===== config.mk =====
export PLATFORM = sky130hd
export DESIGN_NAME = cic_nr16
export DESIGN_NICKNAME = d
export VERILOG_FILES = /design/src/rtl/cic_nr16.sv
export SDC_FILE = /design/constraint.sdc
export NUM_CORES = 1
export LEC_CHECK = 0
export CAP_MARGIN = 0
export CELL_PAD_IN_SITES_DETAIL_PLACEMENT = 1
export CELL_PAD_IN_SITES_GLOBAL_PLACEMENT = 1
export CORE_ASPECT_RATIO = 0.8
export CORE_MARGIN = 3
export CORE_UTILIZATION = 50
export DETAILED_ROUTE_END_ITERATION = 8
export GPL_TIMING_DRIVEN = 0
export MAX_ROUTING_LAYER = met4
export PLACE_DENSITY = 0.89
export SLEW_MARGIN = 30
export SYNTH_ARGS = -nofsm -noshare
export SYNTH_HDL_FRONTEND = slang
export SYNTH_SLANG_ARGS = --single-unit
export TNS_END_PERCENT = 5

===== constraint.sdc =====
create_clock -name clk -period 6.37 [get_ports clk]
set_input_delay 0.9555 -clock clk [delete_from_list [all_inputs] [get_ports clk]]
set_output_delay 0.9555 -clock clk [all_outputs]
set_load 0.02 [all_outputs]

===== src/rtl/cic_nr16.sv =====
// cic_nr16 -- 1-bit PDM to PCM CIC decimator, R = 16, M = 1, N stages.
//
// First stage of the audio decimation chain. N integrators run at the PDM bit
// rate; an internal 4-bit counter selects one clk in 16 on which the comb
// chain is evaluated and a new unsigned sample is presented with a one-clk
// valid strobe. Gain is 16^N, so the output range is 0..16^N inclusive.
//
// Ports:
//   clk      PDM bit clock, all state on its rising edge
//   rst      asynchronous reset, active low
//   x_in     PDM bit (0 weighs 0, 1 weighs +1)
//   x_ce     input clock enable (only when CIC_INPUT_CE_EN is defined)
//   y_out    decimated unsigned sample, OW = 4*N+1 bits
//   y_valid  one-clk pulse when y_out updates
//
// Optional feature macro: CIC_INPUT_CE_EN adds x_ce. When x_ce is low the
// integrators and the decimation counter hold. Without the macro the block
// behaves as if x_ce were tied high.

module cic_nr16 #(
    parameter  int N  = 4,
    localparam int OW = 4 * N + 1
) (
    input  logic          clk,
    input  logic          rst,
    input  logic          x_in,
`ifdef CIC_INPUT_CE_EN
    input  logic          x_ce,
`endif
    output logic [OW-1:0] y_out,
    output logic          y_valid
);

    logic          ce;
    logic          tick;
    logic [3:0]    cnt_reg;
    logic [3:0]    cnt_next;

    // integ_reg[0] is the first integrator, integ_reg[N-1] the last.
    logic [OW-1:0] integ_reg [N];
    // Value each integrator adds on an enabled clk.
    logic [OW-1:0] stage_in  [N];
    // comb_c[0] is the comb input, comb_c[N] the filter output.
    logic [OW-1:0] comb_c    [N+1];
    // dly_reg[k] holds comb_c[k] from the previous tick.
    logic [OW-1:0] dly_reg   [N];

`ifdef CIC_INPUT_CE_EN
    assign ce = x_ce;
`else
    assign ce = 1'b1;
`endif

    assign cnt_next = cnt_reg + 4'd1;
    assign tick     = (cnt_reg == 4'd15) && ce;

    // Each integrator adds the registered output of the one before it, so
    // every stage is a full pipeline register. Wrap-around is harmless: the
    // comb differences recover the exact result modulo 2^OW, and the true
    // result never exceeds 16^N < 2^OW.
    assign stage_in[0] = {{(OW-1){1'b0}}, x_in};
    assign comb_c[0]   = integ_reg[N-1];

    generate
        for (genvar gi = 1; gi < N; gi++) begin : g_stage_in
            assign stage_in[gi] = integ_reg[gi-1];
        end
        for (genvar gi = 0; gi < N; gi++) begin : g_comb
            assign comb_c[gi+1] = comb_c[gi] - dly_reg[gi];
        end
    endgenerate

    always_ff @(posedge clk or negedge rst) begin
        if (!rst) begin
            cnt_reg <= '0;
            for (int i = 0; i < N; i++) begin
                integ_reg[i] <= '0;
                dly_reg[i]   <= '0;
            end
            y_out   <= '0;
            y_valid <= 1'b0;
        end else begin
            y_valid <= tick;
            if (ce) begin
                cnt_reg <= cnt_next;
                for (int i = 0; i < N; i++) begin
                    integ_reg[i] <= integ_reg[i] + stage_in[i];
                end
            end
            if (tick) begin
                for (int i = 0; i < N; i++) begin
                    dly_reg[i] <= comb_c[i];
                end
                y_out <= comb_c[N];
            end
        end
    end

endmodule


==> run metrics, run 1 <==
outcome=finished with violations; failing checks=negative setup slack; Multi-input gate area=5978 um^2; adder-cell area share of the yosys netlist=0.1550; CP max FO=5; diode count=0; starting density of the core=0.5116; Inserted Clock Buffers=17; Clock Pin Slew Worst Setup and Hold Paths=0.07 ns; Max-slew headroom=0.4090; Max stage delay on crit path=0.43 ns; first-pass GRT wire length=49710 um; Max Root-Sink Buffers=2; io pins=21; DIE AREA=22130 um^2; Worst Max-Slew Pin Slew=0.8865 ns; Syn Nets=1230; final hold vios=0; wire per inst=24.96 um; CTS Hold Bufs=0; Synth Area in XOR/XNOR=0.08708; Die Ht=133.7 um; share of layout cells above drive strength 1=0.1085; Post-synth top flop=dfrtp_1; Yosys warning total=0; Post-Route Setup TNS=-0.1038 ns; global-route usage over all layers=0.2934; Final nets=1302; Port Buf Inserts=20; worst setup margin=-0.1038 ns; Critical Path Sink Type=flip-flop; First-pass DRT Iterations=5; WP data arrival=6.84 ns; initial antenna violation count=1; worst path bufs/invs=0; # DRC=0; mapped cell area=10190 um^2; Period minus WS final=6.474 ns; hpwl dp=18360 um; worst hold path type=reg -> reg; Mapped Avg Cell Area=9.219 um^2; Worst setup SP type=flip-flop; Synth cell types=59; simple-gate area share of the yosys netlist=0.1317; Synth Register Bits=158; post-synthesis mux area share=0.01290; routed wire length=36270 um; cell row count=46; H-tree Lvls=4; clk sinks=158; Min Hold Slack=0.4590 ns; FFs w/ async S/R, synth=1.000; total of fill cells in the finished design=2261; Slew Limit Fails=0; DRT iter0 DRCs=802; Synth Area in Compound Gates=0.1759; max-cap violations=0; Clock Latency Late Sink=0.45 ns; largest family of logic cells by synthesized area=compound AO/OA/AOI/OAI gates; max reg flops=68; CP most frequent cell=nor2_1; Core Region=19910 um^2; ANT nets after route=0; clk_skew=0.01465 ns; Seq/Total Area, Yosys=0.3881; largest net degree at the start of global routing=82; highest clock rate=154.5 MHz; hold path depth=1; vias in the first global route=9747; Die Width=165.6 um; Synth-to-Final Area Change=16.46%; R2R depth=30; number of flops mapped to enable cells by yosys=0; kind of critical path=reg -> reg; Synth Instances=1105; GPL Wtd Cong=0.8425; vias=9295; root buf cell=clkbuf_16; register area=3955 um^2; Final Cycle Share=1.016; Critical Path Stages=30; grt total ovfl=0; largest delay contributor family on the critical path=compound AO/OA/AOI/OAI gates; DR vias/cell=6.397; endpoints failing setup=1; Critical-path top delay cell=dfrtp_2; TritonCTS clock tree=built; Worst Path Required=6.74 ns
==> cell usage after synthesis, types with 3 or more instances <==
master	n	area share
mux2_2	9	0.0099
nand3_1	19	0.0093
ha_1	115	0.14
nor3b_1	3	0.0022
mux2i_1	3	0.0029
nand2_1	112	0.041
o21ai_0	112	0.055
a31oi_1	5	0.0031
dfrtp_1	158	0.39
nor2b_1	17	0.010
a21boi_0	13	0.0096
xnor2_1	74	0.064
nor3_1	19	0.0093
a211oi_1	10	0.0074
a21oi_1	63	0.031
inv_1	114	0.042
o21a_1	18	0.013
nand4_1	8	0.0049
nor2_1	67	0.025
o31a_1	4	0.0034
nor4_1	4	0.0025
a21o_1	19	0.014
fa_1	7	0.014
clkbuf_1	17	0.0063
xor2_1	20	0.017
or2_2	7	0.0043
and2_1	5	0.0031
o21bai_1	13	0.0096
nand2b_1	6	0.0037
o41ai_1	4	0.0034
and3_1	12	0.0074
o31ai_1	12	0.0088
==> placed cells by master, fill, tap and decap left out, drive strengths merged, types with 18 or more instances in the layout <==
master	n
nor3	20
a21o	19
inv	116
dfrtp	158
nor2	67
xor2	20
clkbuf	37
clkdlybuf4s50	19
nand3	19
ha	115
o21ai	113
buf	36
a21oi	63
o21a	18
xnor2	75
nand2	112
==> layout make-up <==
cell class / instances / area share
tap: 264 / 0.02784
timing repair buffer: 53 / 0.03986
inverter: 115 / 0.03638
clock inverter: 11 / 0.01329
buffer: 19 / 0.006011
clock buffer: 20 / 0.03934
sequential: 158 / 0.3334
multi-input combinational: 813 / 0.5039
==> metal layers <==
layer / up-vias / GRT usage / part of all wire
li1: 3969 / - / -
met1: 4627 / 0.3642 / 0.40
met2: 496 / 0.4825 / 0.48
met3: 203 / 0.04880 / 0.059
met4: 0 / 0.1095 / 0.056
met5: - / - / 0
==> logic make-up (layout without fill, tap and decap cells) <==
kind of cell    Yosys count  after routing
buf+inv                 134            218
simple gates            289            289
flops                   158            158
fa+ha+maj               122            122
compound gates          293            293
mux                      12             12
xor+xnor                 97             97
==> final timing paths <==
path	to	start	slack, ns
worst max-delay path	y_out[16]	comb_c[69]	-0.10
worst max register to register	y_out[16]	comb_c[69]	-0.10
worst min-delay path	cnt_reg[0]	cnt_reg[0]	0.46
min in group asynchronous	integ_reg[67]	rst	0.50
max in group asynchronous	dly_reg[51]	rst	5.00
worst min register to register	cnt_reg[0]	cnt_reg[0]	0.46
==> through the flow <==
stage / setup WS [ns] / instance area, um^2 / cells / utilization
2_1_floorplan: 0.5909 / 10190 / 1105 / -
4_1_cts: 0.008465 / 11590 / 1440 / 0.5821
6_report: -0.1038 / 11860 / 1453 / 0.5958
3_3_place_gp: -2.435 / 10720 / 1389 / 0.5382
5_1_grt: -0.3088 / 11860 / 1453 / 0.5958
3_5_place_dp: -0.4998 / 10750 / 1390 / 0.5398
==> repair_timing <==
item,in CTS,in global routing
setup buffers,19,13
gates resized for setup,28,36
endpoints found under the setup margin,4,3
hold endpoints to repair,0,0
pin swaps,19,23
Power of run 1 is left out: the tool's default activity adds up to more than one toggle a clock period on the data nets, which glitch-free logic cannot reach.
==> run 2, diff against run 1 <==
- CTS_CLUSTER_DIAMETER: unset -> 30
- HOLD_SLACK_MARGIN: unset -> 0.1
==> results of run 2 <==
No change in the layout: final DEF, timing and power equal those of run 1.
Power of run 2 is left out for the same reason.
==> run 3, diff against run 2 <==
- SKIP_CTS_REPAIR_TIMING: unset -> 1
==> run 3 against run 2 <==
Net effect:
- the run still ends with negative setup slack left
- via count is 2.1% lower
- cell area is 0.34% higher
- sequential cell count stayed put
- clock skew is 0.00074 ns lower
- non-clock buffer count is 8 lower
- critical path depth stayed put
- die area stayed put
- first-iteration DRC count is 2.0% lower
- final cell count is 0.55% lower
- largest cell class unchanged
==> run metrics, run 3 (synthesized netlist as in run 1, its figures left out) <==
worst setup margin=-0.1384 ns; Port Buf Inserts=20; worst hold path type=reg -> reg; vias=9098; root buf cell=clkbuf_16; Non-Filler Instances=1445; DIE AREA=22130 um^2; Final nets=1294; max-cap violations=0; Clock Pin Slew Worst Setup and Hold Paths=0.07 ns; DRT iter0 DRCs=786; max reg flops=68; endpoints failing setup=1; routed wire length=34810 um; Inserted Clock Buffers=17; Critical-path top delay cell=xor3_1; Die Width=165.6 um; Worst Max-Slew Pin Slew=0.8921 ns; TritonCTS clock tree=built; Period minus WS final=6.508 ns; failing checks=negative setup slack; most frequent cells in the layout=dfrtp_1, inv_1, nand2_1; share of layout cells above drive strength 1=0.1152; Inst Count DP=1390; WP data arrival=6.87 ns; Max Root-Sink Buffers=2; Max-slew headroom=0.4053; first-pass GRT wire length=45350 um; # DRC=0; CP most frequent cell=a21oi_2; vias in the first global route=9100; total of fill cells in the finished design=2251; kind of critical path=reg -> reg; DR vias/cell=6.296; largest net degree at the start of global routing=82; cell row count=46; initial antenna violation count=0; ANT nets after route=0; Synth-to-Final Area Change=16.85%; Worst setup SP type=flip-flop; H-tree Lvls=4; wire per inst=24.09 um; Final Util=0.5978; First-pass DRT Iterations=6; global-route usage over all layers=0.2637; Slew Limit Fails=0; Worst Path Required=6.73 ns; commonest non-fill, non-tap cell in the layout=dfrtp_1; Critical Path Sink Type=flip-flop; io pins=21; grt total ovfl=0; GPL Wtd Cong=0.8425; Clock Latency Late Sink=0.44 ns; final hold vios=0; clk sinks=158; starting density of the core=0.5116; hpwl dp=18360 um; Max stage delay on crit path=0.46 ns; Final Cycle Share=1.022; CP max FO=5; diode count=0; Core Region=19910 um^2; highest clock rate=153.6 MHz; clk_skew=0.01390 ns; Die Ht=133.7 um; outcome=finished with violations
run 3: cell count changes in the layout (fill, tap and decap cells not counted), moves of 3 or more:
cell,before,now
buf_4,32,24
a21oi_1,52,48
a21oi_2,9,13
xor2_1,20,16
xor2_2,0,4
ha_4,2,5
nor2_1,67,64
nor2_2,0,3
xnor2_2,2,5
run 3: layout make-up:
type | count | area (um^2) | area share
Multi-Input combinational cell | 813 | 6078 | 0.5106
Inverter | 115 | 431.7 | 0.03626
Timing Repair Buffer | 45 | 412.9 | 0.03469
Clock inverter | 11 | 157.7 | 0.01324
Sequential cell | 158 | 3955 | 0.3322
Clock buffer | 20 | 466.7 | 0.03921
Buffer | 19 | 71.32 | 0.005991
Tap cell | 264 | 330.3 | 0.02775
run 3: path summary, 6_finish.rpt:
check	depth (start not counted)	end	start	slack, ns
setup / recovery	30	y_out[16]	comb_c[69]	-0.14
max in group asynchronous	2	dly_reg[51]	rst	4.98
setup reg to reg	30	y_out[16]	comb_c[69]	-0.14
min in group asynchronous	1	integ_reg[67]	rst	0.51
hold / removal	1	cnt_reg[0]	cnt_reg[0]	0.46
hold reg to reg	1	cnt_reg[0]	cnt_reg[0]	0.46
run 3: worst max-delay path: cells and delay by family (launching register included):
| family | cells | cell delay [ns] |
|---|---|---|
| compound gates | 14 | 2.64 |
| xor+xnor | 3 | 0.97 |
| fa+ha+maj | 4 | 1.21 |
| flops | 1 | 0.42 |
| simple gates | 9 | 1.20 |
run 3: stage by stage:
step / setup TNS (ns) / setup WS, ns / instance area [um^2] / hold slack [ns]
floorplan: 0 / 0.5909 / 10190 / 0.4214
global placement: -381.92 / -2.435 / 10720 / 0.4407
detailed placement: -0.5763 / -0.4998 / 10750 / 0.4540
CTS: -1.387 / -0.7578 / 11370 / 0.4647
global route: -0.5476 / -0.4284 / 11900 / 0.4772
finish: -0.1384 / -0.1384 / 11900 / 0.4629
run 3: routing by layer:
layer / wire length (um) / GRT usage / part of all wire
met5: 0 / - / 0
met3: 2065 / 0.03544 / 0.059
met2: 16950 / 0.4304 / 0.49
met4: 1285 / 0.07113 / 0.037
met1: 14510 / 0.3475 / 0.42
Power of run 3 is left out for the same reason.
==> edit, RTL diff (flow settings as in run 1) <==
The option `CIC_INPUT_CE_EN` is turned on by a define.
--- a/src/rtl/cic_nr16.sv
+++ b/src/rtl/cic_nr16.sv
@@ -18,2 +18,4 @@
 // behaves as if x_ce were tied high.
+
+`define CIC_INPUT_CE_EN
 
Ports: changed (added x_ce); port bits go from 21 to 22. The function was not compared with the original's and may differ.
==> edit against run 1 <==
The flow still finishes with violations (negative setup slack). Wire length down 0.61%. Core utilization down 0.29 points. Area after synthesis up 7.4%. Setup slack improved by 65 ps. Design area increased by 5.5%. Sequential cell count stayed put.
Power is left out: the tool's default activity adds up to more than one toggle a clock period on the data nets, which glitch-free logic cannot reach.
==> edit: results (changes against run 1) <==
[synthesis] cell types with the highest counts after synthesis 158 x sky130_fd_sc_hd__dfrtp_1, 131 x sky130_fd_sc_hd__nand2_1, 115 x sky130_fd_sc_hd__ha_1 [was 158 x sky130_fd_sc_hd__dfrtp_1, 115 x sky130_fd_sc_hd__ha_1, 114 x sky130_fd_sc_hd__inv_1]
[sta] Setup TNS -38.7 ps [was -104 ps]
[critical_path] Critical Path Max Stage Delay 530 ps [was 430 ps]
[routing] routed wire length 36000 microns [was 36300 microns]
[synthesis] post-synthesis share of cell area spent on full adders, half adders and majority gates 14.4% [was 15.5%]
[grt] first-pass GRT wire length 52900 microns [was 49700 microns]
[placement] global placer's final weighted congestion 0.828 [was 0.843]
[synthesis] share of the yosys chip area belonging to registers 36.1% [was 38.8%]
[synthesis] fraction of synthesized area in multiplexers 4.83% [was 1.29%]
[synthesis] XOR/XNOR share of the synthesized area 8.73% [was 8.71%]
[sta] Final setup viols 1 [unchanged]
[outcome] run status complete, but fails checks [unchanged]
[outcome] violations in the final reports negative setup slack [unchanged]
[sta] maximum clock skew at final layout 13.0 ps [was 14.6 ps]
[critical_path] crit path max fanout 4 [was 5]
[hold_path] worst hold path class in2async [was reg2reg]
[sta] setup slack of the critical path after layout -38.7 ps [was -104 ps]
[finish] layout cells sized above 1 11.4% [was 10.8%]
[placement] number of buffers added on ports 21 [was 20]
[routing] detailed-route vias per instance 6.30 [was 6.40]
[synthesis] distinct cell type count of the synthesized netlist 63 [was 59]
[synthesis] post-synthesis compound-gate area fraction 17.1% [was 17.6%]
[placement] HPWL after detailed placement 21500 microns [was 18400 microns]
[sta] transition time of the tightest slew-check pin 934 ps [was 887 ps]
[grt] GRT Overall Usage 28.4% [was 29.3%]
[edit: final timing paths]
check                      startpoint             to  slack [ps]  cells after the start
max in group asynchronous         rst    dly_reg[18]        5030                      3
min in group clk             y_out[1]       y_out[1]         480                      2
min reg2reg                  y_out[1]       y_out[1]         480                      2
max reg2reg                comb_c[68]      y_out[16]         -40                     28
max                        comb_c[68]      y_out[16]         -40                     28
min                               rst  integ_reg[65]         330                      1
[edit: critical path: cells and delay by family, from the launching register on]
family                   cells  cell delay (ps)
AO/OA/AOI/OAI               11             2190
XOR/XNOR                     5              890
adder cells (fa/ha/maj)      5             1250
buffers and inverters        4              440
flip-flops                   1              390
multiplexers                 1              270
AND/OR/NAND/NOR              2              850
[edit: timing repair]
item                       CTS  global route
setup buffers                6            16
setup endpoints to repair    1             4
resized for setup           12            31
pin swaps                    8            28
[edit: area by class of cell]
class                   count  area, sq um  share of cell area [%]
inverters                 114          428                    3.42
clock buffers              22          474                    3.79
multi-input cells         900         6620                    52.9
repair buffers             45          435                    3.48
flip-flops and latches    158         3950                    31.6
well taps                 269          337                    2.69
clock inverters            10          160                    1.28
plain buffers              29          109                   0.870
[edit: stage by stage]
stage	cell area [sq um]	hold slack, ps	utilization, %	cells
2_1_floorplan	10900	446	-	1201
3_3_place_gp	11500	451	54.4	1491
3_5_place_dp	11500	465	54.7	1493
4_1_cts	12300	330	58.1	1531
5_1_grt	12500	328	59.3	1547
6_report	12500	330	59.3	1547
[edit: cells by family (layout without fill, tap and decap cells)]
logic type	count (synthesis)	count (layout)
XOR/XNOR	104	104
AND/OR/NAND/NOR	329	329
multiplexers	47	47
AO/OA/AOI/OAI	298	298
flip-flops	158	158
buffers and inverters	143	220
adder cells (fa/ha/maj)	122	122
[edit: routing by layer]
metal,track usage [%],wire [microns],vias to the layer above
met2,45.1,17500,376
met5,-,0,-
met4,10.4,1260,0
met3,4.65,1860,120
li1,-,-,4303
met1,36.7,15500,4941
